### src/rtl/mips_defs_pkg.sv
// Shared definitions for the multicycle MIPS control path.
// Holds the ALU operation codes driven on ALUctr, the opcode and funct
// encodings the controller recognises, and the controller state type.
package mips_defs_pkg;

    // ALU operation codes
    localparam logic [3:0] AluAdd = 4'b0010;
    localparam logic [3:0] AluSub = 4'b0110;
    localparam logic [3:0] AluOr  = 4'b0001;
    localparam logic [3:0] AluAnd = 4'b0111;
    localparam logic [3:0] AluLui = 4'b1010;

    // Opcodes (IR[31:26])
    localparam logic [5:0] OpRType = 6'b000000;
    localparam logic [5:0] OpLw    = 6'b100011;
    localparam logic [5:0] OpSw    = 6'b101011;
    localparam logic [5:0] OpAddiu = 6'b001001;
    localparam logic [5:0] OpOri   = 6'b001101;
    localparam logic [5:0] OpLui   = 6'b001111;
    localparam logic [5:0] OpBeq   = 6'b000100;
    localparam logic [5:0] OpJ     = 6'b000010;

    // R-type funct codes (IR[5:0])
    localparam logic [5:0] FunctAdd  = 6'b100000;
    localparam logic [5:0] FunctAddu = 6'b100001;
    localparam logic [5:0] FunctSub  = 6'b100010;
    localparam logic [5:0] FunctSubu = 6'b100011;
    localparam logic [5:0] FunctAnd  = 6'b100100;
    localparam logic [5:0] FunctOr   = 6'b100101;

    typedef enum logic [3:0] {
        StIdle,
        StFetch,
        StDecode,
        StMemAddr,
        StMemRd,
        StMemWb,
        StMemWr,
        StRExec,
        StRWb,
        StIExec,
        StIWb,
        StBranch,
        StJump
    } state_e;

endpackage

### src/rtl/mips_alu_dec.sv
// ALU control decoder for the multicycle MIPS controller.
// Maps the current controller state plus op/funct onto the ALU operation and
// immediate extension mode, and reports whether op/funct is a supported
// instruction.
//   state_i    : current controller state
//   op_i       : IR[31:26]
//   funct_i    : IR[5:0]
//   alu_ctr_o  : ALU operation code (add unless the state needs otherwise)
//   ext_op_o   : 1 = sign-extend immediate, 0 = zero-extend
//   op_legal_o : op (and funct for R-type) is supported
module mips_alu_dec
    import mips_defs_pkg::*;
(
    input  state_e     state_i,
    input  logic [5:0] op_i,
    input  logic [5:0] funct_i,
    output logic [3:0] alu_ctr_o,
    output logic       ext_op_o,
    output logic       op_legal_o
);

    logic [3:0] r_ctr;
    logic       r_legal;
    logic [3:0] i_ctr;
    logic       i_ext;

    // R-type funct decode
    always_comb begin
        r_ctr   = AluAdd;
        r_legal = 1'b1;
        case (funct_i)
            FunctAdd, FunctAddu: r_ctr = AluAdd;
            FunctSub, FunctSubu: r_ctr = AluSub;
            FunctAnd:            r_ctr = AluAnd;
            FunctOr:             r_ctr = AluOr;
            default:             r_legal = 1'b0;
        endcase
    end

    // I-type op decode; logical immediates are zero-extended
    always_comb begin
        i_ctr = AluAdd;
        i_ext = 1'b1;
        case (op_i)
            OpOri: begin
                i_ctr = AluOr;
                i_ext = 1'b0;
            end
            OpLui: begin
                i_ctr = AluLui;
                i_ext = 1'b0;
            end
            default: ;
        endcase
    end

    always_comb begin
        op_legal_o = 1'b0;
        case (op_i)
            OpRType:                                      op_legal_o = r_legal;
            OpLw, OpSw, OpAddiu, OpOri, OpLui, OpBeq, OpJ: op_legal_o = 1'b1;
            default:                                      op_legal_o = 1'b0;
        endcase
    end

    always_comb begin
        alu_ctr_o = AluAdd;
        ext_op_o  = 1'b0;
        case (state_i)
            StDecode, StMemAddr: ext_op_o = 1'b1;
            StRExec:             alu_ctr_o = r_ctr;
            StIExec: begin
                alu_ctr_o = i_ctr;
                ext_op_o  = i_ext;
            end
            StBranch:            alu_ctr_o = AluSub;
            default: ;
        endcase
    end

endmodule

### src/rtl/mips_mc_ctrl.sv
// Multicycle MIPS control FSM.
// Sequences fetch/decode/execute/memory/writeback and drives the ALU control,
// datapath selects and write enables. Memory states wait for mem_rdy with a
// bounded wait counter; a timeout raises bus_err and abandons the instruction.
//   clk, rst        : clock, asynchronous active-high reset
//   op, funct, zero : IR fields and ALU zero flag
//   mem_rdy         : memory access complete this cycle
//   ALUctr, alu_src_a, alu_src_b, ext_op           : ALU control
//   pc_we, pc_src, iord, mem_req, mem_we, ir_we    : PC / memory / IR control
//   reg_we, reg_dst, mem_to_reg                    : register file control
//   illegal, bus_err                               : single-cycle error pulses
module mips_mc_ctrl
    import mips_defs_pkg::*;
#(
    parameter int unsigned MEM_WAIT_MAX = 16,
    parameter int unsigned WAIT_W       = 5
) (
    input  logic       clk,
    input  logic       rst,
    input  logic [5:0] op,
    input  logic [5:0] funct,
    input  logic       zero,
    input  logic       mem_rdy,
    output logic [3:0] ALUctr,
    output logic       alu_src_a,
    output logic [1:0] alu_src_b,
    output logic       ext_op,
    output logic       pc_we,
    output logic [1:0] pc_src,
    output logic       iord,
    output logic       mem_req,
    output logic       mem_we,
    output logic       ir_we,
    output logic       reg_we,
    output logic       reg_dst,
    output logic       mem_to_reg,
    output logic       illegal,
    output logic       bus_err
);

    state_e            state_q, state_d;
    logic [WAIT_W-1:0] wait_cnt_q, wait_cnt_d;
    logic              in_mem;
    logic              timeout;
    logic              op_legal;
    logic [3:0]        dec_alu_ctr;
    logic              dec_ext_op;

    mips_alu_dec u_alu_dec (
        .state_i    (state_q),
        .op_i       (op),
        .funct_i    (funct),
        .alu_ctr_o  (dec_alu_ctr),
        .ext_op_o   (dec_ext_op),
        .op_legal_o (op_legal)
    );

    assign in_mem  = (state_q == StFetch) || (state_q == StMemRd) || (state_q == StMemWr);
    assign timeout = in_mem && !mem_rdy && (wait_cnt_q == WAIT_W'(MEM_WAIT_MAX));

    // Every non-waiting cycle leaves the counter at zero, so entry into a
    // memory state always starts a fresh count.
    always_comb begin
        wait_cnt_d = '0;
        if (in_mem && !mem_rdy && !timeout) begin
            wait_cnt_d = wait_cnt_q + WAIT_W'(1);
        end
    end

    always_comb begin
        state_d = state_q;
        case (state_q)
            StIdle:  state_d = StFetch;
            StFetch: begin
                if (mem_rdy) begin
                    state_d = StDecode;
                end
            end
            StDecode: begin
                state_d = StFetch;
                if (op_legal) begin
                    case (op)
                        OpLw, OpSw:            state_d = StMemAddr;
                        OpRType:               state_d = StRExec;
                        OpAddiu, OpOri, OpLui: state_d = StIExec;
                        OpBeq:                 state_d = StBranch;
                        OpJ:                   state_d = StJump;
                        default:               state_d = StFetch;
                    endcase
                end
            end
            StMemAddr: state_d = (op == OpSw) ? StMemWr : StMemRd;
            StMemRd: begin
                if (mem_rdy) begin
                    state_d = StMemWb;
                end else if (timeout) begin
                    state_d = StFetch;
                end
            end
            StMemWr: begin
                if (mem_rdy || timeout) begin
                    state_d = StFetch;
                end
            end
            StRExec:  state_d = StRWb;
            StIExec:  state_d = StIWb;
            StMemWb, StRWb, StIWb, StBranch, StJump: state_d = StFetch;
            default:  state_d = StIdle;
        endcase
    end

    always_comb begin
        ALUctr     = dec_alu_ctr;
        ext_op     = dec_ext_op;
        alu_src_a  = 1'b0;
        alu_src_b  = 2'b00;
        pc_we      = 1'b0;
        pc_src     = 2'b00;
        iord       = 1'b0;
        mem_req    = 1'b0;
        mem_we     = 1'b0;
        ir_we      = 1'b0;
        reg_we     = 1'b0;
        reg_dst    = 1'b0;
        mem_to_reg = 1'b0;
        illegal    = 1'b0;
        bus_err    = timeout;
        case (state_q)
            StFetch: begin
                mem_req   = !timeout;
                alu_src_b = 2'b01;
                ir_we     = mem_rdy;
                pc_we     = mem_rdy;
            end
            StDecode: begin
                alu_src_b = 2'b11;
                illegal   = !op_legal;
            end
            StMemAddr: begin
                alu_src_a = 1'b1;
                alu_src_b = 2'b10;
            end
            StMemRd: begin
                mem_req = !timeout;
                iord    = 1'b1;
            end
            StMemWb: begin
                reg_we     = 1'b1;
                mem_to_reg = 1'b1;
            end
            StMemWr: begin
                mem_req = !timeout;
                mem_we  = !timeout;
                iord    = 1'b1;
            end
            StRExec: alu_src_a = 1'b1;
            StRWb: begin
                reg_we  = 1'b1;
                reg_dst = 1'b1;
            end
            StIExec: begin
                alu_src_a = 1'b1;
                alu_src_b = 2'b10;
            end
            StIWb:   reg_we = 1'b1;
            StBranch: begin
                alu_src_a = 1'b1;
                pc_src    = 2'b01;
                pc_we     = zero;
            end
            StJump: begin
                pc_src = 2'b10;
                pc_we  = 1'b1;
            end
            default: ;
        endcase
    end

    always_ff @(posedge clk or posedge rst) begin
        if (rst) begin
            state_q    <= StIdle;
            wait_cnt_q <= '0;
        end else begin
            state_q    <= state_d;
            wait_cnt_q <= wait_cnt_d;
        end
    end

endmodule
### config.mk
export PLATFORM = sky130hd
export DESIGN_NAME = mips_mc_ctrl
export DESIGN_NICKNAME = d
export VERILOG_FILES = /design/src/rtl/mips_defs_pkg.sv /design/src/rtl/mips_alu_dec.sv /design/src/rtl/mips_mc_ctrl.sv
export SDC_FILE = /design/constraint.sdc
export NUM_CORES = 1
export LEC_CHECK = 0
export CORE_ASPECT_RATIO = 0.6
export CORE_MARGIN = 5
export CORE_UTILIZATION = 41
export DETAILED_ROUTE_END_ITERATION = 12
export HOLD_SLACK_MARGIN = 0.05
export PLACE_DENSITY = 0.73
export SKIP_LAST_GASP = 1
export SYNTH_ARGS = -nofsm -noshare
export SYNTH_HDL_FRONTEND = slang
export SYNTH_SLANG_ARGS = --single-unit
### constraint.sdc
create_clock -name clk -period 5.05 [get_ports clk]
set_input_delay 1.515 -clock clk [delete_from_list [all_inputs] [get_ports clk]]
set_output_delay 1.515 -clock clk [all_outputs]
set_load 0.02 [all_outputs]
==> Word-level counts from Yosys, hierarchy flattened <==
Cells that the tools add are included.
W data, S select, Z words.
{ "classes": {"n_mux": 28, "n_div": 0, "n_mul": 0, "add_sub_neg": 1, "n_bitwise": 0, "shifts": 0, "reduce_logical": 25, "n_lt_le_gt_ge": 0, "n_eq_ne": 29} }
{ "op_table": {"columns": ["cell", "count"], "rows": [
  ["$eq A6 B6 Y1 const B", 8],
  ["$pmux W4 S8", 1],
  ["$eq A4 B4 Y1 const B", 5],
  ["$mux W4", 5],
  ["$pmux W4 S5", 1],
  ["$eq A6 B4 Y1 const B", 3],
  ["$eq A4 B3 Y1 const B", 4],
  ["$pmux W4 S3", 1],
  ["$reduce_or A2 Y1", 6],
  ["$reduce_or A6 Y1", 2],
  ["$mux W1", 11],
  ["$pmux W3 S3", 1],
  ["$reduce_or A3 Y1", 3],
  ["$eq A4 B2 Y1 const B", 2],
  ["$pmux W4 S2", 1],
  ["$reduce_or A7 Y1", 1],
  ["$eq A6 B2 Y1 const B", 1],
  ["$eq A6 B3 Y1 const B", 1],
  ["$logic_not A6 Y1", 1],
  ["$pmux W2 S3", 1],
  ["$add A5 B1 Y5 const B", 1],
  ["$eq A5 B5 Y1 const B", 1],
  ["$mux W5", 1],
  ["$eq A4 B1 Y1 const B", 1],
  ["13 further kinds", 20]
]} }
{ "word_totals": {"latchBits": 0, "memories": 0, "ram_bits": 0, "input_bits": 16, "elab_cells": 85, "output_inout_bits": 20, "rom_bits": 0, "ff_bits": 9} }

==> Logic depth before layout (Yosys ltp) <==
{ "depth": {"depth_word": 8, "mapped_depth": 6, "mapped_depth_nobuf": 6} }

==> Cells and area by module <==
Synthesis repeated with hierarchy kept, for this count alone.
{ "hier_totals": {"cells_unflattened": 131, "area_unflattened_um2": 978.4} }
{ "by_module_without_submodules": {"columns": ["mod", "instances", "seq_area_each_um2", "cells_each", "area_per_inst_um2"], "rows": [
  ["mips_mc_ctrl", 1, 225.2, 100, 775.7],
  ["mips_alu_dec", 1, 0.0, 31, 202.7]
]} }

==> Worst setup path before layout <==
No wires, ideal clock.
{ "synth_timing": {"path_type": "input port to output port", "start": "input port op[1]", "end": "output port illegal", "t_arrival_ps": 3000, "stages": 5, "path_slack_ps": 535, "required_ps": 3535, "path_buffers": 1, "path_cell_list": "buf_6 -> and3b_1 -> o41a_1 -> a311o_1 -> nor3_1"} }
{ "synth_between": {"elab_chain_len": 5, "word_cells_on_any_way": 12, "classes_between": "eq/ne (7); mux (2); reduce/logical (3)"} }
{ "synth_lines": {"columns": ["item", "line_no", "source"], "rows": [
  ["start, declared", "mips_mc_ctrl.sv:20", "input logic [5:0] op,"],
  ["$eq A6 B6 Y1, or another cell as far along", "mips_alu_dec.sv:59", "case (op_i)"],
  ["$reduce_or A7 Y1", "mips_alu_dec.sv:59", null],
  ["$pmux W1 S2 (*)", "mips_alu_dec.sv:59", null],
  ["$logic_not A1 Y1 (*)", "mips_mc_ctrl.sv:137", "illegal = !op_legal;"],
  ["$mux W1 (*)", "mips_mc_ctrl.sv:128", "case (state_q)"],
  ["end, declared", "mips_mc_ctrl.sv:37", "output logic illegal,"]
]} }
Every way passes the cells marked *; elsewhere a longest branch is shown, timed or not.

==> Worst setup path after layout <==
{ "layout_timing": {"start": "input port op[0]", "end": "output port illegal"} }
The elaborated chain is that of the path after synthesis.

==> flow_summary.json <==
{
  "status": "complete, no violations",
  "hp-class": "reg2reg",
  "area_growth_pct": 50.2,
  "core_area_mm2": 0.00216,
  "fp-row-count": 13,
  "cts_hold_buf": 0,
  "wirelength_um": 2680,
  "clkLatencyLatePin_ps": 230,
  "route.vias.total": 1094,
  "switching_share": 0.458,
  "port-buffer-count": 35,
  "pwr-share-clk": 0.150,
  "io_pins": 36,
  "hold_viol": 0,
  "dpl.hpwl_um": 2100,
  "p_total_uw": 567,
  "max_freq_mhz": 202,
  "regToRegStartpoint": "state_q[1]",
  "layout-drive-gt1-share": 0.0898,
  "clk_pin_slew_ps": 50,
  "drtIter0Drc": 53,
  "synth_edf_count": 0,
  "p_leak_uw": 0.000578,
  "die_y_um": 46.8,
  "cts_sinks": 9,
  "via_per_inst": 5.55,
  "cts_buffers": 3,
  "grt_start_max_net_pins": 20,
  "internal_power_uw": 307,
  "peakVddDrop_mv": 0.250,
  "cts_resized": 1,
  "drv_cap": 0,
  "netlist_instances": 127,
  "slowest_delay_ps": 470,
  "pwr-share-comb": 0.593,
  "clockBufferDepth": 2,
  "cp-startpoint": "op[0]",
  "worstPathArrival_ps": 3440,
  "cts_setup_buffers": 0,
  "synth-seq-cells": 9,
  "first_pass_iters": 4,
  "ys_seq_area_frac": 0.243,
  "htreeDepth": 1,
  "cp_max_fo": 5,
  "ant_nets": 0,
  "ys_warn_count": 0,
  "crit_slowest_cell": "clkdlybuf4s50_1",
  "p_sw_uw": 260,
  "skew_ps": 0.291,
  "wl_per_cell_um": 13.6,
  "avgSynthCellArea_um2": 7.30,
  "synth_area_um2": 927,
  "drc": 0,
  "tns_ps": 0,
  "ys_types": 42,
  "grt.total_usage": 0.175,
  "finalWeightedCongestion": 0.843,
  "die_x_um": 71.4,
  "grt_pass1_vias": 1029,
  "min_period_over_period": 0.981,
  "start_util": 0.429,
  "power_frac_seq": 0.257,
  "crit_type": "in2out",
  "tightest_slew_ps": 581,
  "num_antenna_cells": 0,
  "slew_headroom": 0.613,
  "syn-num-nets": 145,
  "drv_slew": 0,
  "synth_top_flop_cell": "dfrtp_1",
  "rsz0062_at_grt": "false",
  "grt_remaining_overflow": 0,
  "dieArea_mm2": 0.00334,
  "synth-async-reset-ratio": 1.00,
  "power_density_mw_per_mm2": 407,
  "cts_tree": "done",
  "path_cells": "clkdlybuf4s50_1 > and3b_1 > o41a_1 > a311o_1 > nor3_1 > dlygate4sd2_1",
  "nets": 186,
  "antenna_found_initial": 0,
  "root_buffer": "clkbuf_8",
  "grt_pass1_wl_um": 4640,
  "holdCritStartpoint": "wait_cnt_q[0]",
  "endpoint_kind": "output port",
  "setup_viol": 0,
  "worst_setup_path_start_kind": "input port",
  "critPathRequiredTime_ps": 3540,
  "fin_crit_ps": 4950
}
-- stage by stage --
step	hold WS (ps)	cells	area [um^2]	worst slack, ps	utilization
after detailed placement	488	193	1350	-196	0.623
after CTS	495	197	1390	91.0	0.644
after global routing	516	197	1390	15.4	0.644
after floorplan	454	127	927	535	-
final	490	197	1390	95.9	0.644
after global placement	482	193	1350	-171	0.623
-- cell usage after synthesis (all sizes together) (2+ instances only) --
cell | n | share of area
and2 | 2 | 0.013
and3 | 3 | 0.020
xor2 | 2 | 0.019
o41ai | 2 | 0.019
a31o | 2 | 0.019
ha | 2 | 0.027
inv | 8 | 0.032
nor2b | 2 | 0.013
nand2b | 4 | 0.027
dfrtp | 9 | 0.24
a211oi | 2 | 0.016
o211ai | 2 | 0.016
xnor2 | 2 | 0.019
a31oi | 2 | 0.013
clkbuf | 8 | 0.032
nor4b | 2 | 0.019
nor3 | 8 | 0.043
nor2 | 21 | 0.085
a21oi | 7 | 0.038
nand4 | 2 | 0.013
nand3 | 4 | 0.022
nand2 | 7 | 0.028
nor3b | 3 | 0.024
a21o | 3 | 0.024
-- cells in the final DEF, fill, tap and decap left out, types with 3 or more instances in the layout --
cell type and count:
nand2_1 7, nor2_1 21, a21o_1 3, dfrtp_1 9, a21oi_1 7, clkbuf_8 3
and3_1 3, inv_1 8, nand2b_1 4, nor3b_1 3, buf_4 10, nor3_1 8
nand3_1 4, clkdlybuf4s50_1 34
-- worst paths after layout --
path                       cells after the start  slack (ps)             to
setup / recovery                               6         100        illegal
hold / removal                                 1         490  wait_cnt_q[0]
setup reg to reg                               4        3290     state_q[1]
hold reg to reg                                1         490  wait_cnt_q[0]
max in group asynchronous                      2        3260  wait_cnt_q[3]
min in group asynchronous                      2        1540  wait_cnt_q[2]
-- cell families (layout without fill, tap and decap cells) --
group,count (synthesis),count (layout),share of synthesized area
mux,1,1,0.0121
simple gates,65,65,0.377
compound gates,29,29,0.227
flops,9,9,0.243
fa+ha+maj,2,2,0.0270
buf+inv,17,57,0.0769
xor+xnor,4,4,0.0378
-- power by group through the flow --
stage	Combinational [uW]	Sequential, uW	Clock [uW]
finish	336	145	85.0
global route	369	154	91.1
CTS	337	145	86.3
detailed placement	336	145	0
global placement	334	144	0
floorplan	248	98.2	0
-- final cells by class --
cell class | instances | area, um^2
inverter | 8 | 30.0
clock buffer | 4 | 45.0
tap | 30 | 37.5
multi-input combinational | 101 | 631
sequential | 9 | 225
fill | 195 | 771
timing repair buffer | 45 | 424
-- state kept, by name (all words and copies together), names as in the netlist --
register	cells
wait_cnt_q	5
state_q	4
-- layer usage --
layer / wire, um / track usage / up-vias
li1: - / - / 542
met1: 1330 / 0.255 / 502
met2: 1100 / 0.248 / 46
met3: 212 / 0.0491 / 4
met4: 31 / 0.0599 / 0
met5: 0 / 0 / -
-- critical path: cells and delay by family --
| kind | cells | cell delay, ps |
|---|---|---|
| compound gates | 2 | 740 |
| buf+inv | 2 | 830 |
| simple gates | 2 | 360 |
(Power assumes the default switching activity.)
